<file path="config.mk">
export PLATFORM = sky130hd
export DESIGN_NAME = instr_mem
export DESIGN_NICKNAME = d
export VERILOG_FILES = /design/src/rtl/instr_mem_pkg.sv /design/src/rtl/instr_mem_array.sv /design/src/rtl/instr_mem.sv
export SDC_FILE = /design/constraint.sdc
export NUM_CORES = 1
export LEC_CHECK = 0
export CAP_MARGIN = 10
export CORE_ASPECT_RATIO = 1.75
export CORE_MARGIN = 2
export CORE_UTILIZATION = 42
export CTS_BUF_LIST = sky130_fd_sc_hd__clkbuf_8
export DETAILED_ROUTE_END_ITERATION = 10
export GPL_ROUTABILITY_DRIVEN = 0
export PLACE_DENSITY = 0.72
export SKIP_CTS_REPAIR_TIMING = 1
export SYNTH_ARGS = -nofsm -noshare
export SYNTH_HDL_FRONTEND = slang
export SYNTH_SLANG_ARGS = --single-unit
export TNS_END_PERCENT = 100
</file>
<file path="constraint.sdc">
create_clock -name clk -period 1.3 [get_ports clk]
set_input_delay 0.195 -clock clk [delete_from_list [all_inputs] [get_ports clk]]
set_output_delay 0.195 -clock clk [all_outputs]
set_load 0.05 [all_outputs]
</file>
<file path="src/rtl/instr_mem_pkg.sv">
// Shared definitions for the instruction memory.
//   DEFAULT_DATA_W - default instruction word width
//   NOP_WORD       - word returned for out-of-range fetches and while in reset
//   DEFAULT_PROG   - 16-word program used when no init file is given
package instr_mem_pkg;

  localparam int DEFAULT_DATA_W = 32;
  localparam int PROG_WORDS     = 16;

  localparam logic [DEFAULT_DATA_W-1:0] NOP_WORD = '0;

  localparam logic [DEFAULT_DATA_W-1:0] DEFAULT_PROG [PROG_WORDS] = '{
    32'h0041_0002,  // 0
    32'h0022_0006,  // 1
    32'h0822_0002,  // 2
    32'h0030_8013,  // 3
    32'h00a0_0093,  // 4
    32'h0010_8113,  // 5
    32'h0020_81b3,  // 6
    32'h4031_0233,  // 7
    32'h0041_f2b3,  // 8
    32'h0051_e333,  // 9
    32'h0063_43b3,  // 10
    32'h0073_9413,  // 11
    32'h0083_d493,  // 12
    32'h0094_0533,  // 13
    32'hfea0_0ae3,  // 14
    32'h0000_006f   // 15
  };

endpackage

</file>
<file path="src/rtl/instr_mem_array.sv">
// Instruction storage with elaboration-time image loading.
// Build option: INSTR_MEM_LOAD_EN adds a synchronous write port; without it
// the storage is read-only and holds the init image.
// Ports:
//   clk      - write clock (only with INSTR_MEM_LOAD_EN)
//   wr_en    - write strobe (only with INSTR_MEM_LOAD_EN)
//   wr_addr  - write word address, out-of-range writes are dropped
//   wr_data  - write data
//   rd_addr  - combinational read address (caller range-checks it)
//   rd_data  - word at rd_addr
module instr_mem_array
   import instr_mem_pkg::*;
#(
   parameter int    DATA_W    = DEFAULT_DATA_W,
   parameter int    ADDR_W    = 4,
   parameter int    DEPTH     = 16,
   parameter string INIT_FILE = ""
) (
`ifdef INSTR_MEM_LOAD_EN
   input  logic              clk,
   input  logic              wr_en,
   input  logic [ADDR_W-1:0] wr_addr,
   input  logic [DATA_W-1:0] wr_data,
`endif
   input  logic [ADDR_W-1:0] rd_addr,
   output logic [DATA_W-1:0] rd_data
);

   typedef logic [DEPTH-1:0][DATA_W-1:0] image_t;

   // Package program; words past it default to NOP.
   function automatic image_t init_image();
      image_t img;
      for (int i = 0; i < DEPTH; i++) begin
         if (i < PROG_WORDS) img[i] = DATA_W'(DEFAULT_PROG[i]);
         else                img[i] = DATA_W'(NOP_WORD);
      end
      return img;
   endfunction

   // Contents come from the initializer only; reset never touches storage.
   image_t mem = init_image();

   // Combinational read: a same-edge write lands after the fetch register has
   // already sampled the old word, giving read-before-write.
   assign rd_data = mem[rd_addr];

`ifdef INSTR_MEM_LOAD_EN
   localparam logic [ADDR_W:0] DEPTH_V = (ADDR_W + 1)'(DEPTH);

   logic wr_in_range;
   assign wr_in_range = ({1'b0, wr_addr} < DEPTH_V);

   always_ff @(posedge clk) begin
      if (wr_en && wr_in_range) mem[wr_addr] <= wr_data;
   end
`endif

endmodule

</file>
<file path="src/rtl/instr_mem.sv">
// Instruction memory with a one-deep fetch output register and
// ready/valid/stall handshake. Build option macro: INSTR_MEM_LOAD_EN
// (adds the ld_* program-load write port).
// Ports:
//   clk       - clock, rising edge
//   rst_n     - asynchronous active-low reset
//   req_i     - fetch request
//   addr_i    - fetch word address
//   ready_o   - fetch accepted this cycle when high together with req_i
//   stall_i   - consumer cannot take instr_o this cycle
//   valid_o   - instr_o holds a fetched word
//   instr_o   - fetched instruction word
//   err_o     - instr_o came from an out-of-range address
//   ld_we_i   - load write enable   (INSTR_MEM_LOAD_EN)
//   ld_addr_i - load word address   (INSTR_MEM_LOAD_EN)
//   ld_data_i - load data           (INSTR_MEM_LOAD_EN)
module instr_mem
  import instr_mem_pkg::*;
#(
  parameter int    DATA_W    = DEFAULT_DATA_W,
  parameter int    ADDR_W    = 4,
  parameter int    DEPTH     = 16,
  parameter string INIT_FILE = ""
) (
  input  logic              clk,
  input  logic              rst_n,
  input  logic              req_i,
  input  logic [ADDR_W-1:0] addr_i,
  output logic              ready_o,
  input  logic              stall_i,
  output logic              valid_o,
  output logic [DATA_W-1:0] instr_o,
  output logic              err_o
`ifdef INSTR_MEM_LOAD_EN
  ,
  input  logic              ld_we_i,
  input  logic [ADDR_W-1:0] ld_addr_i,
  input  logic [DATA_W-1:0] ld_data_i
`endif
);

  localparam logic [ADDR_W:0]  DEPTH_V = (ADDR_W + 1)'(DEPTH);
  localparam logic [DATA_W-1:0] NOP    = DATA_W'(NOP_WORD);

  logic [DATA_W-1:0] rd_data;
  logic              out_of_range;
  logic              accept;

  instr_mem_array #(
    .DATA_W    (DATA_W),
    .ADDR_W    (ADDR_W),
    .DEPTH     (DEPTH),
    .INIT_FILE (INIT_FILE)
  ) u_array (
`ifdef INSTR_MEM_LOAD_EN
    .clk     (clk),
    .wr_en   (ld_we_i),
    .wr_addr (ld_addr_i),
    .wr_data (ld_data_i),
`endif
    .rd_addr (addr_i),
    .rd_data (rd_data)
  );

  // The output register can take a new word whenever it is empty or drains.
  assign ready_o      = !valid_o || !stall_i;
  assign accept       = req_i && ready_o;
  assign out_of_range = !({1'b0, addr_i} < DEPTH_V);

  always_ff @(posedge clk or negedge rst_n) begin
    if (!rst_n) begin
      valid_o <= 1'b0;
      err_o   <= 1'b0;
      instr_o <= NOP;
    end else if (accept) begin
      valid_o <= 1'b1;
      err_o   <= out_of_range;
      // Mux away the array read for bad addresses so no X ever escapes.
      instr_o <= out_of_range ? NOP : rd_data;
    end else if (ready_o) begin
      valid_o <= 1'b0;
    end
  end

endmodule

</file>
==> results_dict.tcl, run 1 <==
set metrics [dict create \
    start_util 0.436 \
    seq_area_frac_synth 0.444 \
    htreeDepth 1 \
    worst-r2r-setup-slack_ps 40 \
    grt.total_usage 0.214 \
    wl_per_cell_um 16.3 \
    port_buffers 39 \
    critical_path_class "in -> reg" \
    dp.cells 247 \
    final_core_util 0.752 \
    fill_cells 229 \
    syn_inst 146 \
    use_met1 0.227 \
    grt_pass1_vias 1452 \
    grt_pass1_wl_um 6690 \
    yosysTopAreaCell "dfrtp_1" \
    rows 28 \
    powerDensity_nw_per_um2 1090 \
    drc 0 \
    die_w_um 48.7 \
    r2r_start "valid_o" \
    hp-class "in -> async" \
    synth-main-ff-cell "dfrtp_1" \
    setup_viol 0 \
    fin_nets 224 \
    vias_per_cell 5.36 \
    ys_warn_count 0 \
    synthDistinctLibCells 36 \
    place_hpwl_um 3050 \
    leakage_nw 1.22 \
    finalMaxSlewViolations 0 \
    synth_top_area_frac 0.444 \
    drive_gt1_frac 0.425 \
    place_ws_ps -488 \
    cts_root_buf "clkbuf_8" \
    cts_buffer_depth 2 \
    synth_edf_count 0 \
    stdcell_count 252 \
    die_h_um 82.2 \
    dpl_cell_area_um2 2390 \
    period_needed_ps 1290 \
    synthTopCellsByArea "dfrtp_1 44%, ha_1 6.8%, nand2_1 5.4%" \
    dr.pass1.iters 4 \
    cts_buffers 3 \
    cts_tree "built" \
    io_pins 43 \
    ant_nets 0 \
    r2r_cells 5 \
    grt_overflow 0 \
    num_vias 1350 \
    grt.busiest_layer "met2" \
    startpoint_type "input port" \
    grt_max_degree 27 \
    rsz0062_at_grt "yes" \
    status "complete, no violations" \
    ys_ff_latch 26 \
    max_freq_mhz 773 \
    drt_iter0_drc 27 \
    crit_path_end_kind "flop" \
    routed_wl_um 4100 \
    cts_sinks 26 \
    totalNegativeSetupSlack_ps 0 \
    async_flop_share 1.00 \
    diodes 0 \
    cp_max_fo 13 \
    antenna_found_initial 0 \
    met3_usage 0.0342 \
    synth.avg_cell_area_um2 10.0 \
    crit_arrival_ps 1490 \
    syn_to_final_growth_pct 72.4 \
    min_period_over_period 0.995 \
    syn_area_um2 1470 \
    hold_viol_final 0 \
    cts.clk_slew.worst_paths_ps 90 \
    skew_ps 1.91 \
    rr_endpoint "instr_o[3]" \
    die_area_um2 4000 \
    worst_slack_ps 6.10 \
    cap_violations 0 \
    worstSkewPairLatency_ps 270 \
    grt_use_met2 0.407 \
    ir_worst_vdd_uv 900 \
    required_ps 1490 \
    design_area_um2 2530 \
    core_um2 3360 \
]
## metal layers
layer  wire, µm  up-vias
li1           -      621
met1       1420      665
met2       2400       54
met3        207       10
met4         75        0
met5          0        -
## cell usage in the layout, fill, tap and decap left out, drive strengths merged, types with 4 or more instances in the layout
cell,synthesis,final
a21oi,6,6
a22o,6,6
buf,17,65
clkbuf,1,5
dfrtp,26,26
dlymetal6s2s,0,4
ha,8,8
mux2i,5,5
nand2,21,21
nand2b,7,7
nor2,9,9
o21ai,5,5
o31ai,5,5
## layout make-up
cell class | count | area [µm²] | area share
Timing Repair Buffer | 73 | 1030 | 0.407
Tap cell | 45 | 56.3 | 0.0223
Inverter | 2 | 7.51 | 0.00297
Multi-Input combinational cell | 102 | 727 | 0.287
Sequential cell | 26 | 653 | 0.258
Clock buffer | 4 | 55.1 | 0.0218
## where the power goes
part	total [mW]	switching (mW)	internal, mW
registers	1.01	0.110	0.899
logic	1.23	0.637	0.593
clock network	0.530	0.259	0.271
## synthesized netlist by cell type (2+ instances only)
library cell	n
buf_6	3
ha_1	8
a211oi_1	3
nand2_1	21
a221oi_1	2
a31oi_1	2
nand3_1	2
buf_2	4
buf_4	10
or2_2	2
nand2b_1	7
nor2_1	9
a21oi_1	6
o21ai_0	5
o31ai_2	3
a22o_1	6
dfrtp_1	26
a21o_1	2
inv_1	2
mux2i_1	5
nor3_1	2
o31ai_1	2
## logic make-up after synthesis
logic type,share of synthesized area
simple gates,0.150
compound gates,0.200
flops,0.444
buf+inv,0.0956
fa+ha+maj,0.0683
mux,0.0341
other cells,0.00256
xor+xnor,0.00597
## sequential cells by signal (all words and copies together) (netlist names)
name / flops
instr_o: 25
valid_o: 1
## worst max path at each step
| stage | slack, ps | depth (start not counted) | to | startpoint |
|---|---|---|---|---|
| global placement | -460 | 6 | instr_o[12] | addr_i[0] |
| detailed placement | -490 | 6 | instr_o[12] | addr_i[0] |
| CTS | -210 | 6 | instr_o[12] | addr_i[0] |
| finish | 6 | 6 | instr_o[2] | addr_i[2] |
| floorplan | -5 | 3 | instr_o[15] | valid_o |
| global route | -20 | 6 | instr_o[2] | addr_i[2] |
## through the flow
| stage | hold slack (ps) | power, mW |
|---|---|---|
| 3_3_place_gp | 516 | 2.19 |
| 4_1_cts | 298 | 2.75 |
| 5_1_grt | 335 | 2.87 |
| 2_1_floorplan | -101 | 1.58 |
| 6_report | 290 | 2.77 |
| 3_5_place_dp | 534 | 2.22 |
## worst max-delay path, stage by stage
cell	delay [ps]
clkdlybuf4s50_1	510
buf_6	200
buf_4	150
nor2_2	180
nand2_1	80
a31oi_1	170
(Power assumes the default switching activity.)
==> run 2: changes to the inputs <==
- ABC_AREA: unset -> 1
- CORE_MARGIN: 2 -> 4
- PLACE_DENSITY: 0.72 -> 0.73
==> run 2 against run 1 <==
  * Count of clock-buffer cells in the layout is the same
  * Sequential cell count unchanged
  * Core utilization shrank 2.6 points
  * Combinational power grew 13%
  * Largest power group unchanged
  * Area after synthesis fell by 2.8%
  * Critical path depth is 2 higher
  * Highest routed layer unchanged
==> results_dict.tcl, run 2 <==
set metrics [dict create \
    status "complete, no violations" \
    start_util 0.444 \
    regMostFlops "instr_o" \
    total_power_mw 2.96 \
    synthTopCellsByArea "dfrtp_1 46%, nand2_1 18%, nand3_1 7.4%" \
    io_pins 43 \
    cts.clk_slew.worst_paths_ps 90 \
    totalNegativeSetupSlack_ps 0 \
    finalMaxSlewViolations 0 \
    vias_per_cell 5.07 \
    rows 27 \
    dp.cells 272 \
    syn_area_um2 1430 \
    min_period_over_period 0.965 \
    crit_chain "clkdlybuf4s50_1 > buf_4 > ha_1 > nor2_1 > nor2_1 > nand2_1 > nand3_1 > nand2_1" \
    async_flop_share 1.00 \
    num_vias 1405 \
    synth.avg_cell_area_um2 7.70 \
    crit_path_end_kind "flop" \
    cts_buffer_depth 2 \
    stdcell_count 277 \
    place_ws_ps -287 \
    antenna_found_initial 0 \
    grt_pass1_vias 1348 \
    die_h_um 85.1 \
    setup_viol 0 \
    diodes 0 \
    drc 0 \
    synthTopCellsByCount "69 x nand2_1, 26 x dfrtp_1, 21 x nand3_1, 19 x nor2_1, 12 x inv_1" \
    ys_warn_count 0 \
    layout_common_cells "68 x nand2_1, 33 x buf_12, 24 x dfrtp_1" \
    period_needed_ps 1250 \
    crit_arrival_ps 1420 \
    synthDistinctLibCells 17 \
    place_hpwl_um 2920 \
    core_um2 3210 \
    seq_area_frac_synth 0.457 \
    crit_path_max_incr_delay_ps 500 \
    synth_top_area_frac 0.457 \
    ant_nets 0 \
    die_w_um 52.0 \
    drive_gt1_frac 0.286 \
    htreeDepth 1 \
    worst_slack_ps 45.5 \
    powerDensity_nw_per_um2 1270 \
    skew_ps 8.72 \
    rsz0062_at_grt "yes" \
    ys_ff_latch 26 \
    yosysTopAreaCell "dfrtp_1" \
    syn_inst 185 \
    critical_path_class "in -> reg" \
    wl_per_cell_um 14.0 \
    grt_overflow 0 \
    layout_commonest_cell "nand2_1" \
    dr.pass1.iters 4 \
    cts_buffers 3 \
    worstSkewPairLatency_ps 270 \
    startpoint_type "input port" \
    routed_wl_um 3890 \
    cts_tree "built" \
    max_freq_mhz 797 \
    cp_max_fo 6 \
    leakage_nw 1.18 \
    die_area_um2 4430 \
    port_buffers 39 \
    grt.total_usage 0.184 \
    cap_violations 0 \
    hold_viol_final 0 \
    fill_cells 228 \
    cts_root_buf "clkbuf_8" \
    hp-class "in -> async" \
    synth_edf_count 0 \
    fin_nets 251 \
    grt_max_degree 27 \
    required_ps 1470 \
    cts_sinks 26 \
    ir_worst_vdd_uv 922 \
    largest_reg_flops 25 \
    drt_iter0_drc 75 \
    final_core_util 0.726 \
    grt_pass1_wl_um 6230 \
    yosysMostFrequentCell "nand2_1" \
    largest_registers "instr_o: 25 flops, valid_o: 1 flops" \
    synth-main-ff-cell "dfrtp_1" \
    syn_to_final_growth_pct 63.6 \
    slowest_stage "clkdlybuf4s50_1" \
]
[run 2: changes by cell type after synthesis, moves of 3 or more]
cell and delta:
a211oi_1 -3, mux2i_1 -5, nor2_1 +10, o31ai_2 -3
a22o_1 -6, nand2b_1 -7, inv_1 +10, nand2_1 +48
nand3_1 +19
[run 2: layout make-up]
| type | count | area (µm²) | area share |
|---|---|---|---|
| repair buffers | 57 | 861 | 0.369 |
| flip-flops and latches | 26 | 653 | 0.280 |
| well taps | 43 | 53.8 | 0.0231 |
| clock buffers | 4 | 55.1 | 0.0236 |
| multi-input cells | 133 | 653 | 0.280 |
| inverters | 14 | 55.1 | 0.0236 |
[run 2: cells by family (layout without fill, tap and decap cells)]
kind of cell | count (synthesis) | in the layout | share of synthesized area
AO/OA/AOI/OAI | 9 | 9 | 0.0316
adder cells (fa/ha/maj) | 8 | 8 | 0.0702
buffers and inverters | 28 | 75 | 0.112
flip-flops | 26 | 26 | 0.457
other | 1 | 3 | 0.00263
AND/OR/NAND/NOR | 113 | 113 | 0.327
[run 2: per-layer routing]
layer | GRT usage | vias up | wire length, µm
li1 | - | 658 | -
met1 | 0.218 | 690 | 1430
met2 | 0.326 | 49 | 2230
met3 | 0.0193 | 8 | 164
met4 | 0.0692 | 0 | 72
met5 | 0 | - | 0
[run 2: stage by stage]
step / hold slack, ps / instance area [µm²]
after floorplan: -101 / 1450
after global placement: 517 / 2240
after detailed placement: 529 / 2240
after CTS: 281 / 2300
after global routing: 282 / 2330
final: 265 / 2330
[run 2: where the power goes]
group | switching (mW) | total (mW) | leakage [nW] | internal, mW
registers | 0.138 | 1.05 | 0.319 | 0.912
clock network | 0.257 | 0.528 | 0.0288 | 0.271
logic | 0.757 | 1.39 | 0.836 | 0.630
[run 2: final timing paths]
kind                            start           to  slack, ps  cells after the start
max                         addr_i[0]   instr_o[9]         50                      8
min in group clk              stall_i      valid_o        380                      4
max reg2reg                   valid_o  instr_o[16]        160                      6
min reg2reg                instr_o[1]   instr_o[1]        550                      1
max in group asynchronous       rst_n      valid_o        870                      2
min                             rst_n   instr_o[5]        270                      2
[run 2: worst max-delay path: cells and delay by family]
family	cells	cell delay, ps
adders and majority gates	1	190
buffers and inverters	2	670
and+or+nand+nor	5	370
==> run 3: changes to the inputs <==
- CTS_BUF_LIST: sky130_fd_sc_hd__clkbuf_8 -> unset
==> results of run 3 <==
The final DEF is identical to that of run 2; final timing and power are the same.
